<file path="config.mk">
export PLATFORM = sky130hd
export DESIGN_NAME = gpio_in_debounce
export DESIGN_NICKNAME = d
export VERILOG_FILES = /design/src/rtl/gpio_in_debounce.sv
export SDC_FILE = /design/constraint.sdc
export NUM_CORES = 1
export LEC_CHECK = 0
export ABC_AREA = 1
export BUFFER_PORTS_ARGS = -buffer_cell sky130_fd_sc_hd__buf_2
export CAP_MARGIN = 25
export CORE_ASPECT_RATIO = 1.1
export CORE_MARGIN = 8
export CORE_UTILIZATION = 40
export DETAILED_ROUTE_END_ITERATION = 8
export GPL_ROUTABILITY_DRIVEN = 0
export SLEW_MARGIN = 10
export SYNTH_ARGS = -nofsm -noshare
export SYNTH_HDL_FRONTEND = slang
export SYNTH_HIERARCHICAL = 1
export SYNTH_SLANG_ARGS = --single-unit
</file>
<file path="constraint.sdc">
create_clock -name clk -period 1.9 [get_ports clk]
set_clock_uncertainty 0.2 [all_clocks]
set_input_delay 0.285 -clock clk [delete_from_list [all_inputs] [get_ports clk]]
set_output_delay 0.285 -clock clk [all_outputs]
set_load 0.02 [all_outputs]
</file>
<file path="src/rtl/gpio_in_debounce.sv">
// gpio_in_debounce: brings asynchronous off-chip inputs (buttons, switches)
// into the core clock domain. Each bit is synchronized, debounced by a
// counter FSM and edge-detected into a sticky pending flag. A masked,
// per-bit acknowledged interrupt summarizes the pending events.
`timescale 1ns/1ps

// One input bit: synchronizer chain, debounce FSM, edge detect, pending flag.
module gpio_in_debounce_bit #(
  parameter int unsigned DEBOUNCE_CYCLES = 1000,
  parameter int unsigned SYNC_STAGES     = 2,
  parameter logic        RESET_LEVEL     = 1'b0
) (
  input  logic clk,
  input  logic reset_n,
  input  logic pin_i,
  input  logic rise_en_i,
  input  logic fall_en_i,
  input  logic ack_i,
  output logic level_o,
  output logic pending_o
);
  localparam int unsigned CW = $clog2(DEBOUNCE_CYCLES + 1);
  // cnt holds the number of mismatching edges already seen; the edge that
  // would bring it to DEBOUNCE_CYCLES commits the new level instead.
  localparam logic [CW-1:0] LAST = CW'(DEBOUNCE_CYCLES - 1);

  typedef enum logic {ST_STABLE, ST_COUNTING} state_e;

  logic [SYNC_STAGES-1:0] sync_q;
  logic                   sync;
  state_e                 state_q, state_d;
  logic [CW-1:0]          cnt_q, cnt_d;
  logic                   level_q, level_d;
  logic                   pending_q, pending_d;
  logic                   rise, fall, set;

  // Plain flop chain; nothing sits between stages.
  always_ff @(posedge clk or negedge reset_n) begin
    if (!reset_n) sync_q <= {SYNC_STAGES{RESET_LEVEL}};
    else          sync_q <= {sync_q[SYNC_STAGES-2:0], pin_i};
  end

  assign sync = sync_q[SYNC_STAGES-1];

  // Debounce state, counter, level and pending registers.
  always_ff @(posedge clk or negedge reset_n) begin
    if (!reset_n) begin
      state_q   <= ST_STABLE;
      cnt_q     <= '0;
      level_q   <= RESET_LEVEL;
      pending_q <= 1'b0;
    end else begin
      state_q   <= state_d;
      cnt_q     <= cnt_d;
      level_q   <= level_d;
      pending_q <= pending_d;
    end
  end

  // Next state: count consecutive mismatches, any match restarts the count.
  always_comb begin
    state_d = state_q;
    cnt_d   = cnt_q;
    level_d = level_q;
    case (state_q)
      ST_STABLE: begin
        cnt_d = '0;
        if (sync != level_q) begin
          if (DEBOUNCE_CYCLES == 1) begin
            level_d = sync;
          end else begin
            state_d = ST_COUNTING;
            cnt_d   = CW'(1);
          end
        end
      end
      ST_COUNTING: begin
        if (sync == level_q) begin
          state_d = ST_STABLE;
          cnt_d   = '0;
        end else if (cnt_q == LAST) begin
          level_d = sync;
          state_d = ST_STABLE;
          cnt_d   = '0;
        end else begin
          cnt_d = cnt_q + CW'(1);
        end
      end
      default: begin
        state_d = ST_STABLE;
        cnt_d   = '0;
      end
    endcase
  end

  // Edge strobes on the commit edge; a new event beats a same-edge ack.
  always_comb begin
    rise      = (level_d != level_q) &  level_d;
    fall      = (level_d != level_q) & ~level_d;
    set       = (rise & rise_en_i) | (fall & fall_en_i);
    pending_d = set ? 1'b1 : (ack_i ? 1'b0 : pending_q);
  end

  assign level_o   = level_q;
  assign pending_o = pending_q;
endmodule

// Top: one independent debounce lane per input bit plus the masked irq.
module gpio_in_debounce #(
  parameter int unsigned       WIDTH           = 4,
  parameter int unsigned       DEBOUNCE_CYCLES = 1000,
  parameter int unsigned       SYNC_STAGES     = 2,
  parameter logic [WIDTH-1:0]  RESET_LEVEL     = '0
) (
  input  logic             clk,
  input  logic             reset_n,
  input  logic [WIDTH-1:0] pins_in,
  input  logic [WIDTH-1:0] rise_en,
  input  logic [WIDTH-1:0] fall_en,
  input  logic [WIDTH-1:0] irq_mask,
  input  logic [WIDTH-1:0] ack,
  output logic [WIDTH-1:0] level_out,
  output logic [WIDTH-1:0] pending,
  output logic             irq
);
  for (genvar i = 0; i < WIDTH; i++) begin : g_bit
    gpio_in_debounce_bit #(
      .DEBOUNCE_CYCLES (DEBOUNCE_CYCLES),
      .SYNC_STAGES     (SYNC_STAGES),
      .RESET_LEVEL     (RESET_LEVEL[i])
    ) u_bit (
      .clk       (clk),
      .reset_n   (reset_n),
      .pin_i     (pins_in[i]),
      .rise_en_i (rise_en[i]),
      .fall_en_i (fall_en[i]),
      .ack_i     (ack[i]),
      .level_o   (level_out[i]),
      .pending_o (pending[i])
    );
  end

  // Only registered pending reaches irq; the mask acts combinationally.
  assign irq = |(pending & irq_mask);
endmodule

</file>
---- Word level (Yosys, flattened, before mapping) ----
Index checks and enable logic that the tools add are counted.
cells by class
  add/sub/neg operators ................... 4
  multipliers ............................. 0
  divide/modulo/power cells ............... 0
  order comparisons ....................... 0
  equality and inequality tests ........... 16
  shift-type cells ........................ 0
  multiplexer cells ....................... 52
  bitwise logic cells ..................... 29
  reductions and logical operators ........ 5
operator list
  operator               count
  $mux 10                8
  $pmux 10 s2            4
  $add 10x1->10 const B  4
  $eq 10x10->1 const B   4
  $mux 1                 36
  $and 1x1->1            16
  $ne 1x1->1             8
  $not 1->1              8
  $pmux 1 s2             4
  $reduce_bool 2->1      4
  $and 4x4->4            1
  $eq 1x1->1             4
  $or 1x1->1             4
  $reduce_or 4->1        1
word-level totals
  bits in registers ....................... 60
  bits in latches ......................... 0
  memory bits (writable) .................. 0
  bits in read-only memories .............. 0
  bits of input ports ..................... 22
  memories ................................ 0

---- Longest topological paths before layout ----
Gate-level depths: netlist of run 1.
  depth after elaboration ................. 9
  mapped depth ............................ 8
  mapped depth without buffers ............ 8

---- Modules after synthesis ----
Netlist of run 1, hierarchy kept.
by module, submodules not included
  module                instances  cells an instance  area each (sq um)
  gpio_in_debounce_bit  4          88                 724.4
  gpio_in_debounce      1          9                  33.8

---- Least setup slack after synthesis of run 1 ----
No wires, ideal clock.
  kind .................................... reg2reg
  start ................................... register g_bit[0].u_bit.cnt_q[0]
  end ..................................... register g_bit[0].u_bit.level_q
  setup time .............................. 0.113 ns
  arrival time ............................ 1.183 ns
  path slack .............................. 0.404 ns
  stages on the path, launching flop included .. 9
  path buffers ............................ 0
  clock period less this slack ............ 1.496 ns
  cells stage by stage .................... dfrtp_1 -> ha_1 -> nand2_1 -> nor2_1 -> nand2_1 -> nor2_4 -> nand3_1 -> nand2_1 -> inv_1
between the ends
  cells in the longest elaborated chain, start to end .. 4
ends and longest elaborated chain
  element                     line  text
  start: declaration          32    logic [CW-1:0] cnt_q, cnt_d;
  start signal: assignment    54    cnt_q <= cnt_d;
  $eq 10x10->1                81    end else if (cnt_q == LAST) begin
  $mux 1                      81
  $mux 1                      78    if (sync == level_q) begin
  $mux 1                      65    case (state_q)
  via g_bit[0].u_bit.level_d  33    logic level_q, level_d;
  end signal: assignment      55    level_q <= level_d;
  end: declaration            33
The timed path passes the listed nets, and every way through them passes these cells.
A chain may end at the register's enable or synchronous reset.

---- Worst setup path after layout of run 1 ----
  start ................................... register g_bit[2].u_bit.cnt_q[0]
  end ..................................... register g_bit[2].u_bit.cnt_q[6]
between the ends
  cells in the longest elaborated chain, start to end .. 4
  elaborated cells on any way between the ends .. 5
  those cells by class .................... add/sub: 1; eq/ne: 1; mux: 3
ends and longest elaborated chain
  element                                        line
  start: declaration                             32
  start signal: assignment                       54
  $add 10x1->10 or $eq 10x10->1 (tied branches)  86, 81
  $mux 10 *                                      81
  $mux 10 *                                      78
  $pmux 10 s2 *                                  65
  via g_bit[2].u_bit.cnt_d[6]                    32
The timed path passes the listed nets; every way through them passes the cells marked *.

==> results.toml, run 1 <==
[clocking]
cts_buffer_depth = 2
insertion_delay_ns = 0.33
ctsResizeCount = 0
cts_max_level = 3
path_clk_slew_ns = 0.07
clkSinkCount = 60
cts_buffers = 9
post_cts_buffers = 0
cts_tree = "built"
hold_buffers = 6
cts_root_buf = "clkbuf_8"

[sta]
rsz0062_at_grt = "false"
hold_viol = 0
worst_pin_slew_ns = 0.333
setup_tns_ns = 0
finalCriticalPeriod_ns = 1.69
final-setup-viol-count = 0
max_freq_mhz = 593
finalCritPeriodShare_pct = 88.8
drv_slew = 0
maxSlewHeadroom_pct = 77.7

[global_routing]
first_global_vias = 2388
grt_overflow_total = 0
grt_pass1_wl_um = 10300
grt_usage_pct = 12.0
grt_max_degree = 61
antenna_found_initial = 0

[setup_path]
cp_max_fo = 8
cp-end-kind = "register"
critPathRequiredTime_ns = 1.97
r2r_end = "g_bit[2].u_bit/cnt_q[6]"
crit_start = "g_bit[2].u_bit/cnt_q[0]"
ff2ff_path_depth = 8
r2r-start = "g_bit[2].u_bit/cnt_q[0]"
cp.arrival_ns = 1.75
startpoint_type = "register"
reg2reg_slack_ns = 0.21
crit_type = "register to register"

[synth]
synth_fp_nets = 387
syn-cell-area_mm2 = 0.00293
synthTopCellsByArea = "dfrtp_1 51%, nand2_1 12%, nor2_1 7.2%"
yosysSeqAreaShare_pct = 51.2
avgSynthCellArea_um2 = 8.12
ys_ff_latch = 60
synth.distinct_cells = 17
synthTopCellsByCount = "91 x nand2_1, 60 x dfrtp_1, 56 x nor2_1"
synth_edf_count = 0
synth_most_common_cell = "nand2_1"
postSynthCellCount = 361
synth.top_cell.area_share_pct = 51.2
yosys_warnings = 6
yosys_most_used_dff = "dfrtp_1"
yosysTopAreaCell = "dfrtp_1"
async_flop_share_pct = 100

[finish]
nets = 437
stdcell_area_mm2 = 0.00344
antenna_cells = 0
stdcell_count = 499
drive_gt1_share_pct = 15.9
syn_to_final_growth_pct = 17.3

[power]
seq_power_share_pct = 55.0
swShare_pct = 23.5
powerDensity_mw_per_mm2 = 702
power_switching_uw = 568
clockPowerShare_pct = 39.5
p_leak_uw = 0.00171
ir_worst_vdd_mv = 0.499
p_int_uw = 1850
pwr-share-comb_pct = 5.6

[route]
viasPerCell = 4.73
ant_nets = 0
dr.pass1.iters = 4
drt-initial-drc-count = 51
drc = 0
wl_per_cell_um = 11.4
num_vias = 2362
routed_wl_um = 5710

[worst_hold_path]
hold_depth = 4
min_to = "g_bit[3].u_bit/pending_o"
hold_path.startpoint = "ack[3]"
hp-class = "input pin to register"

[placement]
io_buffers = 30
hpwlAfterDp_um = 4100
place_area_mm2 = 0.00322
dpl.cell_count = 479

[floorplanning]
dieWidth_um = 97.6
die_area_mm2 = 0.0103
num_rows = 32
boundaryPins = 31
dieHeight_um = 106
fp.coreArea_mm2 = 0.00705
initial_core_util_pct = 41.6

[outcome]
status = "complete, no violations"

[job]
drv_cap = 0
==> power by group through the flow <==
stage          clock [uW]  combinational (uW)  sequential, uW
2_1_floorplan           0                56.1            1350
3_3_place_gp            0                 127            1350
3_5_place_dp            0                 129            1350
4_1_cts               989                 138            1330
5_1_grt              1040                 156            1330
6_report              953                 134            1330
==> worst max-delay path, stage by stage (launching register included) <==
cell and delay (ns):
dfrtp_1 0.47, ha_1 0.26, nand2_1 0.14, nor2_1 0.06, nand2_1 0.09, nor2_4 0.06
nor2_4 0.17, nand2_1 0.07, nor2_1 0.09
==> stage by stage <==
step | hold WS, ns | setup WS, ns | utilization [%] | power, uW
3_5_place_dp | 0.120 | 0.204 | 45.7 | 1480
6_report | 0.0255 | 0.213 | 48.8 | 2410
4_1_cts | 0.0197 | 0.190 | 48.8 | 2450
3_3_place_gp | 0.117 | 0.252 | 45.7 | 1480
5_1_grt | 0.0520 | 0.0842 | 48.8 | 2530
2_1_floorplan | -0.211 | 0.404 | - | 1400
==> registers in the layout, indices dropped and copies added (netlist names) <==
signal,flops
g_bit.u_bit/level_o,4
g_bit.u_bit/state_q,4
g_bit.u_bit/pending_o,4
g_bit.u_bit/cnt_q,40
g_bit.u_bit/sync_q,8
==> routing by layer <==
metal	up-vias	global-route usage, %	part of all wire (%)
li1	1246	-	-
met1	1066	14.0	49
met2	37	19.2	43
met3	13	3.72	4.8
met4	0	7.15	2.5
met5	-	0	0
==> cell usage in the layout (no fill, tap or decap), types with 6 or more instances in the layout <==
| master | Yosys | layout |
|---|---|---|
| nand2_1 | 91 | 91 |
| dfrtp_1 | 60 | 60 |
| nor2_1 | 56 | 56 |
| inv_1 | 46 | 46 |
| nand3_1 | 32 | 32 |
| buf_2 | 0 | 30 |
| nand4_1 | 12 | 12 |
| a21oi_1 | 12 | 12 |
| clkbuf_8 | 0 | 10 |
| a31oi_1 | 8 | 8 |
| xor2_1 | 8 | 8 |
| nor2_4 | 8 | 8 |
| dlygate4sd3_1 | 0 | 6 |
==> cell type report <==
type,count,area [um^2]
inverter,50,188
fill,692,3610
clock buffer,11,141
sequential,60,1500
multi-input combinational,251,1240
tap,85,106
clock inverter,3,15.0
timing repair buffer,39,245
==> worst max-delay path by stage <==
stage                                         end  slack [ns]  depth (start not counted)
after floorplan            g_bit[0].u_bit/level_o        0.40                          8
after global placement    g_bit[2].u_bit/cnt_q[4]        0.25                          8
after detailed placement  g_bit[2].u_bit/cnt_q[6]        0.20                          8
after CTS                 g_bit[2].u_bit/cnt_q[6]        0.19                          8
after global routing      g_bit[3].u_bit/cnt_q[9]        0.08                          8
final                     g_bit[2].u_bit/cnt_q[6]        0.21                          8
==> kinds of logic after synthesis <==
logic type | share of synthesized area, %
xor+xnor | 3.59
flops | 51.2
fa+ha+maj | 1.71
buf+inv | 6.40
compound gates | 4.44
simple gates | 32.7
No activity file was read; power rests on OpenSTA's default activity.
==> inputs of run 2 (changes only) <==
==> constraint.sdc (replaced) <==
create_clock -name clk -period 1.5 [get_ports clk]
set_clock_uncertainty 0.2 [all_clocks]
set_input_delay 0.225 -clock clk [delete_from_list [all_inputs] [get_ports clk]]
set_output_delay 0.225 -clock clk [all_outputs]
set_load 0.02 [all_outputs]
==> run 2 against run 1 <==
The run now ends with negative setup slack left. Largest cell class unchanged. Global-route usage is 0.31 points higher. Die area unchanged. Hold slack improved by 0.068 ns. Critical path type unchanged.
==> results.toml, run 2 (same netlist as run 1, synthesis figures left out) <==
[route]
drt-initial-drc-count = 61
drc = 0
met1_length_um = 2740
num_vias = 2502
viasPerCell = 4.78
highest_layer = "met4"
ant_nets = 0
wl_met3_um = 235
dr.pass1.iters = 4
dr_wl_met2_um = 2900
routed_wl_um = 6010
wl_per_cell_um = 11.5

[clocking]
insertion_delay_ns = 0.33
cts_buffers = 9
cts_buffer_depth = 2
clkSinkCount = 60
path_clk_slew_ns = 0.06
cts_root_buf = "clkbuf_8"
cts_max_level = 3
cts_tree = "built"

[setup_path]
cp_max_fo = 7
critPathRequiredTime_ns = 1.51
cp.arrival_ns = 1.54
ff2ff_path_depth = 8
slowest_delay_ns = 0.36
crit_type = "register to register"
crit_family = "simple AND/OR/NAND/NOR gates"
critPathBufInv = 1
crit_slowest_cell = "dfrtp_1"
cp_cell_sequence = "ha_2 > nand2_2 > nor2_2 > nand2_2 > nor2_4 > nor2_4 > inv_2 > nor2_1"
r2r-start = "g_bit[1].u_bit/cnt_q[0]"
reg2reg_slack_ns = -0.03
r2r_end = "g_bit[1].u_bit/cnt_q[2]"
cp-end-kind = "register"
startpoint_type = "register"

[finish]
reg.largest.list = "g_bit.u_bit/cnt_q x40, g_bit.u_bit/sync_q x8"
final_util_pct = 54.7
stdcell_count = 523
antenna_cells = 0
mostFrequentLayoutCell = "nand2_1"
drive_gt1_share_pct = 27.4
layout_common_cells = "83 x nand2_1, 60 x dfrtp_1, 46 x nor2_1"
nets = 461
syn_to_final_growth_pct = 31.4
regMostFlops = "g_bit.u_bit/cnt_q"
largest_register_ffs = 40

[sta]
final-setup-viol-count = 9
max_freq_mhz = 655
setup_ws_ns = -0.0260
worst_pin_slew_ns = 0.321
drv_slew = 0
rsz0062_at_grt = "true"
maxSlewHeadroom_pct = 78.5
setup_tns_ns = -0.145
finalCriticalPeriod_ns = 1.53
finalCritPeriodShare_pct = 102
fin_hold_ws_ns = 0.0931
hold_viol = 0

[floorplanning]
boundaryPins = 31
fp.coreArea_mm2 = 0.00705
initial_core_util_pct = 41.6
dieHeight_um = 106
die_area_mm2 = 0.0103
num_rows = 32
dieWidth_um = 97.6

[job]
drv_cap = 0

[power]
p_int_uw = 2590
swShare_pct = 21.7
powerDensity_mw_per_mm2 = 858
power_switching_uw = 716
p_leak_uw = 0.00189
clockPowerShare_pct = 42.6
pwr-share-comb_pct = 6.6
seq_power_share_pct = 50.8
finalPower_uw = 3300
ir_worst_vdd_mv = 0.545

[placement]
hpwlAfterDp_um = 4120
io_buffers = 30
dpl.cell_count = 491

[global_routing]
grt_overflow_total = 0
antenna_found_initial = 0
grt_pass1_wl_um = 10600
grt_max_degree = 61
grt_usage_pct = 12.3
first_global_vias = 2449

[worst_hold_path]
min_to = "g_bit[1].u_bit/pending_o"
hp-class = "input pin to register"
hold_depth = 4
hold_path.startpoint = "rise_en[1]"

[outcome]
status = "finished with violations"
violations = "negative setup slack"
==> run 2: cell types whose count changed in the layout (fill, tap and decap cells not counted), sizes merged <==
cell         before  now
buf              33   54
dlygate4sd3       6    9
clkinv            3    1
bufinv            0    1
clkbuf           11   12
==> run 2: power groups by stage <==
stage	Sequential (uW)	Clock, uW	Combinational, uW
after floorplan	1710	0	71.1
after global placement	1700	0	182
after detailed placement	1700	0	184
after CTS	1670	1470	207
after global routing	1680	1550	249
final	1680	1410	217
==> run 2: worst max path at each step <==
| stage | from | to | slack [ns] | depth (start not counted) |
|---|---|---|---|---|
| floorplan | g_bit[0].u_bit/cnt_q[0] | g_bit[0].u_bit/level_o | 0.004 | 8 |
| global placement | g_bit[1].u_bit/cnt_q[0] | g_bit[1].u_bit/cnt_q[5] | -0.03 | 8 |
| detailed placement | g_bit[1].u_bit/cnt_q[0] | g_bit[1].u_bit/cnt_q[8] | -0.06 | 8 |
| CTS | g_bit[3].u_bit/pending_o | irq | -0.05 | 5 |
| global route | g_bit[1].u_bit/cnt_q[0] | g_bit[1].u_bit/cnt_q[5] | -0.14 | 8 |
| finish | g_bit[1].u_bit/cnt_q[0] | g_bit[1].u_bit/cnt_q[2] | -0.03 | 8 |
==> run 2: worst min-delay path, stage by stage <==
cell,delay [ns]
buf_2,0.07
and3_1,0.16
nand3_2,0.08
nand3_2,0.05
==> run 2: metrics by stage <==
step | cell area [um^2] | setup slack [ns]
2_1_floorplan | 2930 | 0.00374
3_3_place_gp | 3310 | -0.0279
3_5_place_dp | 3310 | -0.0581
4_1_cts | 3660 | -0.0532
5_1_grt | 3850 | -0.142
6_report | 3850 | -0.0260
==> run 2: cell type report <==
cell class	instances	area, um^2
Tap cell	85	106
Clock buffer	12	155
Inverter	50	188
Sequential cell	60	1500
Fill cell	630	3190
Timing Repair Buffer	63	455
Clock inverter	2	35.0
Multi-Input combinational cell	251	1410
==> run 2: per-layer routing <==
metal / vias to the layer above / global-route usage [%]
li1: 1290 / -
met2: 40 / 20.3
met5: - / 0
met3: 10 / 3.72
met4: 0 / 6.50
met1: 1162 / 14.1
==> run 2: repair_timing <==
item | 4_1_cts | 5_1_grt
endpoints found under the hold margin | 68 | 0
hold buffers | 9 | 0
resized for setup | 10 | 41
pin swaps | 9 | 37
setup endpoints to repair | 29 | 52
buffers inserted | 5 | 4
gates cloned | 0 | 0
